**config.mk**
```make
export PLATFORM = sky130hd
export DESIGN_NAME = pwm_decoder
export DESIGN_NICKNAME = d
export VERILOG_FILES = /design/src/rtl/pwm_pkg.sv /design/src/rtl/sync2.sv /design/src/rtl/pwm_decoder.sv
export SDC_FILE = /design/constraint.sdc
export NUM_CORES = 1
export LEC_CHECK = 0
export ABC_CLOCK_PERIOD_IN_PS = 6310
export CAP_MARGIN = 10
export CORE_ASPECT_RATIO = 0.6
export CORE_MARGIN = 8
export CORE_UTILIZATION = 40
export CTS_CLUSTER_SIZE = 40
export DETAILED_ROUTE_END_ITERATION = 12
export REMOVE_ABC_BUFFERS = 1
export SLEW_MARGIN = 25
export SYNTH_ARGS = -nofsm -noshare
export SYNTH_HDL_FRONTEND = slang
export SYNTH_SLANG_ARGS = --single-unit
export TNS_END_PERCENT = 5
```
**constraint.sdc**
```tcl
create_clock -name clk -period 6.31 [get_ports clk]
set_input_delay 0.9465 -clock clk [delete_from_list [all_inputs] [get_ports clk]]
set_output_delay 0.9465 -clock clk [all_outputs]
set_load 0.01 [all_outputs]
```
**src/rtl/pwm_pkg.sv**
```systemverilog
// rtl/pwm_pkg.sv - shared FSM state type and default resolution for the PWM duty decoder
package pwm_pkg;

    localparam int PWM_N_DEFAULT = 8;

    typedef enum logic [1:0] {
        IDLE    = 2'd0,
        ALIGN   = 2'd1,
        MEASURE = 2'd2
    } pwm_state_t;

endpackage

```
**src/rtl/sync2.sv**
```systemverilog
// rtl/sync2.sv - two-flop synchronizer for a single asynchronous bit
module sync2 (
    input  logic clk,
    input  logic rst,
    input  logic d_i,
    output logic q_o
);
    logic [1:0] sync_q;

    // Shift the raw input through two flops every clock to settle metastability
    always_ff @(posedge clk) begin
        if (rst) begin
            sync_q <= 2'b00;
        end else begin
            sync_q <= {sync_q[0], d_i};
        end
    end

    assign q_o = sync_q[1];

endmodule

```
**src/rtl/pwm_decoder.sv**
```systemverilog
// rtl/pwm_decoder.sv - measures PWM duty over 2^N-sample windows aligned to a rising edge
module pwm_decoder
    import pwm_pkg::*;
#(
    parameter int N = PWM_N_DEFAULT
) (
    input  logic         clk,
    input  logic         rst,
    input  logic         ena,
    input  logic         step,
    input  logic         pwm_in,
    output logic [N-1:0] duty,
    output logic         valid,
    output logic         stuck
);
    localparam logic [N-1:0] CNT_MAX = {N{1'b1}};
    localparam logic [N-1:0] CNT_ONE = {{(N-1){1'b0}}, 1'b1};
    localparam logic [N:0]   HI_ONE  = {{N{1'b0}}, 1'b1};

    logic         sample;
    pwm_state_t   state_q, state_d;
    logic [N-1:0] idx_q, idx_d;
    logic [N:0]   hi_q, hi_d;
    logic [N-1:0] tmo_q, tmo_d;
    logic         prev_q, prev_d;
    logic [N-1:0] duty_q, duty_d;
    logic         stuck_q, stuck_d;
    logic         valid_q, valid_d;
    logic [N:0]   hi_sum;

    sync2 u_sync (
        .clk (clk),
        .rst (rst),
        .d_i (pwm_in),
        .q_o (sample)
    );

    // Decide next state, counter updates and whether this sample publishes a result
    always_comb begin
        state_d = state_q;
        idx_d   = idx_q;
        hi_d    = hi_q;
        tmo_d   = tmo_q;
        prev_d  = prev_q;
        duty_d  = duty_q;
        stuck_d = stuck_q;
        valid_d = 1'b0;
        hi_sum  = hi_q + {{N{1'b0}}, sample};

        if (!ena) begin
            // Partial window is dropped; prev forced high so a high level on re-enable is no edge
            state_d = IDLE;
            idx_d   = '0;
            hi_d    = '0;
            tmo_d   = '0;
            prev_d  = 1'b1;
        end else begin
            case (state_q)
                IDLE: begin
                    state_d = ALIGN;
                    idx_d   = '0;
                    hi_d    = '0;
                    tmo_d   = '0;
                    prev_d  = 1'b1;
                end
                ALIGN: begin
                    if (step) begin
                        prev_d = sample;
                        if (sample && !prev_q) begin
                            // The edge sample itself is the first high sample of the window
                            state_d = MEASURE;
                            idx_d   = CNT_ONE;
                            hi_d    = HI_ONE;
                            tmo_d   = '0;
                        end else if (tmo_q == CNT_MAX) begin
                            duty_d  = sample ? {N{1'b1}} : {N{1'b0}};
                            stuck_d = 1'b1;
                            valid_d = 1'b1;
                            tmo_d   = '0;
                        end else begin
                            tmo_d = tmo_q + CNT_ONE;
                        end
                    end
                end
                MEASURE: begin
                    if (step) begin
                        prev_d = sample;
                        if (idx_q == CNT_MAX) begin
                            // A full-high window counts 2^N, which does not fit: saturate
                            duty_d  = hi_sum[N] ? {N{1'b1}} : hi_sum[N-1:0];
                            stuck_d = 1'b0;
                            valid_d = 1'b1;
                            idx_d   = '0;
                            hi_d    = '0;
                        end else begin
                            idx_d = idx_q + CNT_ONE;
                            hi_d  = hi_sum;
                        end
                    end
                end
                default: state_d = IDLE;
            endcase
        end
    end

    // Register FSM state, counters and published outputs
    always_ff @(posedge clk) begin
        if (rst) begin
            state_q <= IDLE;
            idx_q   <= '0;
            hi_q    <= '0;
            tmo_q   <= '0;
            prev_q  <= 1'b1;
            duty_q  <= '0;
            stuck_q <= 1'b0;
            valid_q <= 1'b0;
        end else begin
            state_q <= state_d;
            idx_q   <= idx_d;
            hi_q    <= hi_d;
            tmo_q   <= tmo_d;
            prev_q  <= prev_d;
            duty_q  <= duty_d;
            stuck_q <= stuck_d;
            valid_q <= valid_d;
        end
    end

    assign duty  = duty_q;
    assign stuck = stuck_q;
    assign valid = valid_q;

endmodule

```
==> results.md, run 1 <==
- The first-pass GRT wire length is 7.69 mm.
- Counting flops with a built-in enable in the synthesized netlist gives 0.
- The number of antenna diodes in the final layout is 0.
- The run finished with clean final reports.
- The post-route standard cell area excluding fillers is 2330 µm².
- The required time of the worst setup path is 6.52 ns.
- The number of setup violations in the final report is 0.
- Clock tree synthesis selected as its root buffer the cell sky130_fd_sc_hd__clkbuf_8.
- Synthesis inferred 40 register bits.
- Summing all flip-flop and latch instances after layout gives 801 µm².
- The placed instances occupy a cell area of 2210 µm².
- The final setup slack of the worst path is 3.53 ns.
- The number of nets in the layout is 274.
- The biggest area contributor in the post-synthesis netlist is sky130_fd_sc_hd__dfxtp_1.
- From synthesis to final layout, the design area changed by 14.9%.
- TritonCTS built the clock tree.
- The first-pass iteration count of the detailed router is 4.
- The mean area per synthesized cell is 8.15 µm².
- The number of hold violations in the final report is 0.
- For this run, design rule violations remaining after detail routing come to 0.
- Gates resized during post-CTS repair numbered 0.
- Timing would allow up to 0.359 GHz.
- The wire length per cell is 13.7 µm.
- The peak fanout along the critical path is 17.
- Synthesis instantiated 41 different standard cells from the library.
- The total area of multi-input combinational cells is 1160 µm².
- The number of setup buffers added after CTS is 0.
- Of the post-synthesis cell area, the dominant cell type holds 0.395.
- The leakage power total is 0.728 nW.
- The delay contributed by the slowest stage of the critical path is 0.59 ns.
- The share of layout cells above drive strength 1 is 0.0534.
- The number of antenna violations at the first check in global routing is 0.
- The share of synthesized area occupied by flip-flops and latches is 0.395.
- The worst-case IR drop observed on VDD is 0.000102 V.
- The worst hold-check path type is reg2reg.
- The final antenna-violating net count is 0.
- The final core area utilization is 0.468.
- In the final timing run, aggregate negative setup slack is 0 ns.
- Setup repair after global routing left no endpoint under its margin.
- Subtracting the final worst setup slack from the clock period gives 2.78 ns.
- Counting every sink on the clock net gives 40.
- From left edge to right edge, the die measures 108 µm.
- The number of H-tree branching levels is 2.
- Entering global routing, the biggest net connects 18 pins.
- In this run the standard cell core region covers 4980 µm².
- The number of max-cap violations is 0.
- After clock tree synthesis, the clock-pin slew on the worst setup and hold paths is 0.09 ns.
- The worst-skew pair later-pin latency is 0.30 ns.
- The total clock buffers created by CTS is 5.
- For the pin with the worst max-slew slack, the measured transition is 0.629 ns.
- The part of the cycle the worst path needs is 0.441.
- The total of buffers placed on input and output ports is 14.
- The routed design has 4.51 mm of wire.
- Detailed routing inserted a total of 1765 vias.
- The final-report max-slew violation count was 0.
- The Yosys step of the flow raised 0 warnings.
- The synthesized instance count is 249.
- The count of filler cells inserted in the layout is 489.
- For this block, the initial DRC count from the detailed router was 133.
- After legalization and detailed placement, the total HPWL measured 3.34 mm.
- The start-to-end type of the worst setup path is in2reg.
- The cell area after technology mapping is 2030 µm².
- The via count of the first global-routing pass is 1518.
- The worst setup path is launched from a primary input.
- The total routing resource utilization after global routing is 0.124.
- The placer congestion estimate is 0.761.
- The critical path arrival is 3.00 ns.
- In this run the deepest clock path goes through 2 buffers.
- Global routing finished with a remaining overflow of 0.
- The row count is 20.
- At the placement stage, the worst setup path has a slack of 3.25 ns.
- The floorplan step defined a die boundary enclosing 7680 µm².
- Across all hold checks on the routed design, the worst slack comes to 0.454 ns.
- The worst path buffer plus inverter count is 1.
- For this design, the CTS-stage hold fixing added 0 buffers.
- By area the synthesized netlist is led by sky130_fd_sc_hd__dfxtp_1 (39%), sky130_fd_sc_hd__nor2_1 (6.5%), sky130_fd_sc_hd__ha_1 (4.9%).
- Pin placement for this block handled 15 I/O pins.
- On the final layout, the worst clock skew is 0.00961 ns.
- The per-cell via count in the routed design is 5.38.
- The initial utilization of the core area, before any placement, comes to 0.407.
- The endpoint class of the critical path is a register.
- The library cell contributing the largest single delay on the critical path is sky130_fd_sc_hd__clkdlybuf4s50_1.
- The die outline height is 71.2 µm.
- The worst pin sits at a relative slew slack of 0.581.
- The family of cells with the greatest summed delay on the critical path is simple AND/OR/NAND/NOR gates.
- Sorting the synthesized cells by how often they occur yields sky130_fd_sc_hd__dfxtp_1 (40), sky130_fd_sc_hd__nor2_1 (35), sky130_fd_sc_hd__nand2_1 (23).
- The critical path goes through clkdlybuf4s50_1 -> nand3b_1 -> o21a_4 -> or2_1 -> or4_1 -> a31oi_1.
- sky130_fd_sc_hd__dfxtp_1 is the most common cell in the netlist.
- For this run, the leading register cell type out of synthesis is sky130_fd_sc_hd__dfxtp_1.
- Dividing total power by cell area gives a power density of 221 nW/µm².
- The async set or reset register ratio after synthesis is 0.
-- path summary, 6_finish.rpt --
path / start / cells past startpoint / end / slack, ns
hold / removal: u_sync.sync_q[0] / 1 / u_sync.sync_q[1] / 0.45
hold reg to reg: u_sync.sync_q[0] / 1 / u_sync.sync_q[1] / 0.45
setup / recovery: step / 6 / hi_q[3] / 3.53
setup reg to reg: state_q[0] / 7 / duty[6] / 3.67
-- logic make-up after synthesis --
kind of cell | after synthesis | synth area share
muxes | 3 | 0.0160
buffers and inverters | 17 | 0.0327
DFF | 40 | 0.395
adders and majority gates | 8 | 0.0494
AOI/OAI and AO/OA | 50 | 0.151
and+or+nand+nor | 115 | 0.287
xor gates and xnor gates | 16 | 0.0691
-- where the power goes --
part	switching (W)	internal, W
Combinational	0.0000272	0.0000156
Sequential	0.00000241	0.000255
Clock	0.0000962	0.000119
-- flip-flops by register name, summed over array words and instances, names as in the netlist --
name           cells
duty               8
stuck              1
u_sync.sync_q      2
idx_q              8
hi_q               9
prev_q             1
valid              1
state_q            2
tmo_q              8
-- metal layers --
metal | vias to the layer above | wire length, µm | track usage
li1 | 906 | - | -
met1 | 819 | 2590 | 0.203
met2 | 38 | 1630 | 0.142
met3 | 2 | 267 | 0.0381
met4 | 0 | 13 | 0.0245
met5 | - | 0 | 0
-- final cells by class --
cell class | instances | share of cell area
multi-input cells | 192 | 0.498
clock buffers | 5 | 0.0295
repair buffers | 14 | 0.0602
inverters | 8 | 0.0129
well taps | 66 | 0.0354
flip-flops and latches | 40 | 0.344
clock inverters | 3 | 0.0199
-- per-stage QoR --
step	instances	total power, W
CTS	328	0.000520
global placement	320	0.000306
global route	328	0.000536
detailed placement	320	0.000306
finish	328	0.000516
floorplan	240	0.000291
-- cells in the final DEF (no fill, tap or decap), types with 6 or more instances in the layout --
cell	count
sky130_fd_sc_hd__nand4_1	7
sky130_fd_sc_hd__nand3b_1	7
sky130_fd_sc_hd__a21oi_1	12
sky130_fd_sc_hd__dfxtp_1	40
sky130_fd_sc_hd__o21ai_0	13
sky130_fd_sc_hd__ha_1	8
sky130_fd_sc_hd__nand2_1	23
sky130_fd_sc_hd__inv_1	8
sky130_fd_sc_hd__o21ai_1	9
sky130_fd_sc_hd__nor2_1	35
sky130_fd_sc_hd__xnor2_1	11
sky130_fd_sc_hd__nor2b_1	6
sky130_fd_sc_hd__clkdlybuf4s50_1	14
sky130_fd_sc_hd__nand3_1	13
Note: power is estimated with default switching activity, not from simulation.
==> inputs of run 2 (changes only) <==
--- a/config.mk
+++ b/config.mk
@@ -5,7 +5,7 @@
 export SDC_FILE = /design/constraint.sdc
 export NUM_CORES = 1
 export LEC_CHECK = 0
-export ABC_CLOCK_PERIOD_IN_PS = 6310
+export ABC_CLOCK_PERIOD_IN_PS = 2700
 export CAP_MARGIN = 10
 export CORE_ASPECT_RATIO = 0.6
 export CORE_MARGIN = 8
==> constraint.sdc (replaced) <==
create_clock -name clk -period 2.7 [get_ports clk]
set_input_delay 0.405 -clock clk [delete_from_list [all_inputs] [get_ports clk]]
set_output_delay 0.405 -clock clk [all_outputs]
set_load 0.01 [all_outputs]
==> run 2 against run 1 <==
- clock power increased by 130%
- sequential power is 130% higher
- sequential cell count stayed put
- register-to-register slack worse by 3.3 ns
- core utilization is 1.4 points higher
==> results.md, run 2 (synthesized netlist as in run 1, its figures left out) <==
- The flow ran to the end, and the final reports show no timing, DRC or antenna violations.
- The die outline height is 71.2 µm (unchanged).
- The number of flip-flops under the largest register name is 9 (unchanged).
- The maximum count of clock buffers along a single path came to 2 (unchanged).
- Walking the worst path, the cells encountered are inv_1 -> ha_1 -> o21a_4 -> or2_1 -> buf_4 -> or3_1 -> a21oi_1.
- The leakage power total is 0.775 nW (+6.3%).
- The number of antenna violations at the first check in global routing was 0 (unchanged).
- The library cell used most frequently in the layout, excluding fill and tap cells, is sky130_fd_sc_hd__dfxtp_1.
- The fraction of power spent switching nets came to 0.246 (+0.00213).
- The post-CTS repair timing setup buffer count is 0 (unchanged).
- The post-cts gate resize count is 0 (unchanged).
- The number of hold violations in the final report is 0 (unchanged).
- The initial core utilization is 0.407 (unchanged).
- The starting DRC count in detailed routing is 112 (-16%).
- The clock transition at the registers of the reported paths came to 0.09 ns (about the same).
- The measured slew at the worst slew-check pin was 0.558 ns (-0.0704 ns).
- The final setup slack of the worst path is 0.419 ns (-3.11 ns).
- The total die area was 7680 µm² (unchanged).
- The number of H-tree branching levels is 2 (unchanged).
- The upper clock frequency limit is 0.438 GHz.
- The post-route clock skew is 0.0120 ns (+0.00238 ns).
- The placeable core region is 4980 µm² (unchanged).
- The DRC violation count after routing is 0 (unchanged).
- The post-DP HPWL is 3.56 mm (+6.6%).
- The largest net degree at the start of global routing is 15 (-3).
- The worst hold-check path type is reg2reg.
- The number of cells in the finished layout apart from fillers is 337 (+2.7%).
- The number of top-level pins came to 15 (unchanged).
- The worst setup slack after placement is 0.296 ns (-2.95 ns).
- The total of buffers placed on input and output ports came to 14 (unchanged).
- The kind of launch point of the worst setup path is a register.
- The total negative slack for setup checks came to 0 ns (unchanged).
- The tree is rooted in a sky130_fd_sc_hd__clkbuf_8.
- The delay contributed by the slowest stage of the critical path is 0.39 ns (-0.20 ns).
- Setup repair after global routing left no endpoint under its margin.
- The tightest slew margin relative to the limit is 0.626 (+0.0455).
- The minimum clock period is 2.28 ns.
- The area added between synthesis and finish is 18.3%.
- The part of the total power dissipated in sequential elements was 0.493 (-0.006).
- The x dimension of the die is 108 µm (unchanged).
- The cell count after placement is 329 (+2.8%).
- The number of setup violations in the final report is 0 (unchanged).
- hi_q holds more flip-flops than any other register.
- The critical path arrival is 2.51 ns (-0.49 ns).
- The internal cell power is 0.000920 W (+140%).
- The wire length after detailed routing came to 4.82 mm (+6.9%).
- The share of power burned in combinational logic came to 0.093 (+0.010).
- The worst-skew pair later-pin latency is 0.29 ns (about the same).
- The startpoint of the most critical setup path is state_q[1].
- The part of the total power dissipated in the clock network is 0.414 (-0.004).
- The via count of the first global-routing pass was 1554 (+2.4%).
- The required time of the worst setup path is 2.93 ns (-3.59 ns).
- The count of filler cells inserted in the layout is 514 (+5.1%).
- The total routing resource utilization after global routing is 0.131 (+0.00730).
- The switching power total came to 0.000300 W (+140%).
- The hold path startpoint is u_sync.sync_q[0].
- The maximum resistive drop on vdd is 0.000247 V (+140%).
- TritonCTS built the clock tree.
- The number of sinks driven by the clock tree is 40 (unchanged).
- The register-to-register setup slack is 0.42 ns (-3.25 ns).
- The final antenna-violating net count was 0 (unchanged).
- The number of nets in the layout is 283 (+3.3%).
- The peak fanout along the critical path is 13 (-4).
- The total vias in the final route was 1813 (+2.7%).
- The share of layout cells above drive strength 1 came to 0.0849 (+0.0314).
- Leaving out fill and tap cells, the most frequent cells in the layout are sky130_fd_sc_hd__dfxtp_1 (40), sky130_fd_sc_hd__nor2_1 (35), sky130_fd_sc_hd__nand2_1 (23).
- The wire length per cell is 14.3 µm (+4.1%).
- The worst path buffer plus inverter count is 2 (+1).
- The cts-stage hold buffer count is 0 (unchanged).
- The number of max-cap violations came to 0 (unchanged).
- The final core area utilization is 0.482 (+0.0138).
- The placer congestion estimate is 0.869 (+14%).
- The start-to-end type of the worst setup path is reg2reg.
- The endpoint class of the critical path is a register.
- The first-pass GRT wire length is 8.06 mm (+4.8%).
- The total clock buffers created by CTS is 5 (unchanged).
- The row count is 20 (unchanged).
- The family of cells with the greatest summed delay on the critical path is simple AND/OR/NAND/NOR gates.
- The final-report max-slew violation count is 0 (unchanged).
- The first-pass iteration count of the detailed router is 4 (unchanged).
- The power density over the cells is 509 nW/µm² (+130%).
- The per-cell via count in the routed design is 5.38 (about the same).
- The remaining global-route overflow is 0 (unchanged).
- For this design, the slowest cell found on the critical path is sky130_fd_sc_hd__dfxtp_1.
- The part of the cycle the worst path needs is 0.845.
- The worst reg2reg path startpoint is state_q[1].
- The antenna diode count is 0 (unchanged).
run 2: changes by cell type in the layout (fill, tap and decap cells not counted), sizes merged:
| cell | change |
|---|---|
| buf | +9 |
| clkinv | +2 |
| clkinvlp | -1 |
| inv | -1 |
run 2: metal layers:
layer / part of all wire / wire length (µm) / GRT usage
met1: 0.56 / 2720 / 0.213
met2: 0.36 / 1720 / 0.155
met3: 0.076 / 366 / 0.0372
met4: 0.0042 / 20 / 0.0275
met5: 0 / 0 / 0
run 2: power by group through the flow:
stage | Sequential, W | Combinational (W) | Clock (W)
after CTS | 0.000602 | 0.000113 | 0.000516
final | 0.000602 | 0.000113 | 0.000505
after detailed placement | 0.000616 | 0.000112 | 0
after global routing | 0.000603 | 0.000125 | 0.000545
after global placement | 0.000616 | 0.000111 | 0
after floorplan | 0.000615 | 0.0000648 | 0
run 2: area by class of cell:
cell class	instances	area, µm²	area share
multi-input combinational	192	1160	0.484
sequential	40	801	0.334
timing repair buffer	23	208	0.0866
tap	66	82.6	0.0344
clock buffer	5	68.8	0.0287
clock inverter	3	47.5	0.0198
inverter	8	30.0	0.0125
run 2: metrics by stage:
stage / area (µm²) / hold WS [ns] / total power [W]
after floorplan: 1990 / 0.414 / 0.000680
after global placement: 2280 / 0.439 / 0.000727
after detailed placement: 2280 / 0.429 / 0.000728
after CTS: 2400 / 0.450 / 0.00123
after global routing: 2400 / 0.468 / 0.00127
final: 2400 / 0.443 / 0.00122
run 2: worst paths after layout:
path	to	depth (start not counted)
max reg2reg	hi_q[8]	7
min	u_sync.sync_q[1]	1
max	hi_q[8]	7
min reg2reg	u_sync.sync_q[1]	1
run 2: worst register-to-register path, cell delays in order, from the launching register on:
cell                      delay (ns)
sky130_fd_sc_hd__dfxtp_1        0.39
sky130_fd_sc_hd__inv_1          0.08
sky130_fd_sc_hd__ha_1           0.33
sky130_fd_sc_hd__o21a_4         0.30
sky130_fd_sc_hd__or2_1          0.38
sky130_fd_sc_hd__buf_4          0.23
sky130_fd_sc_hd__or3_1          0.37
sky130_fd_sc_hd__a21oi_1        0.14
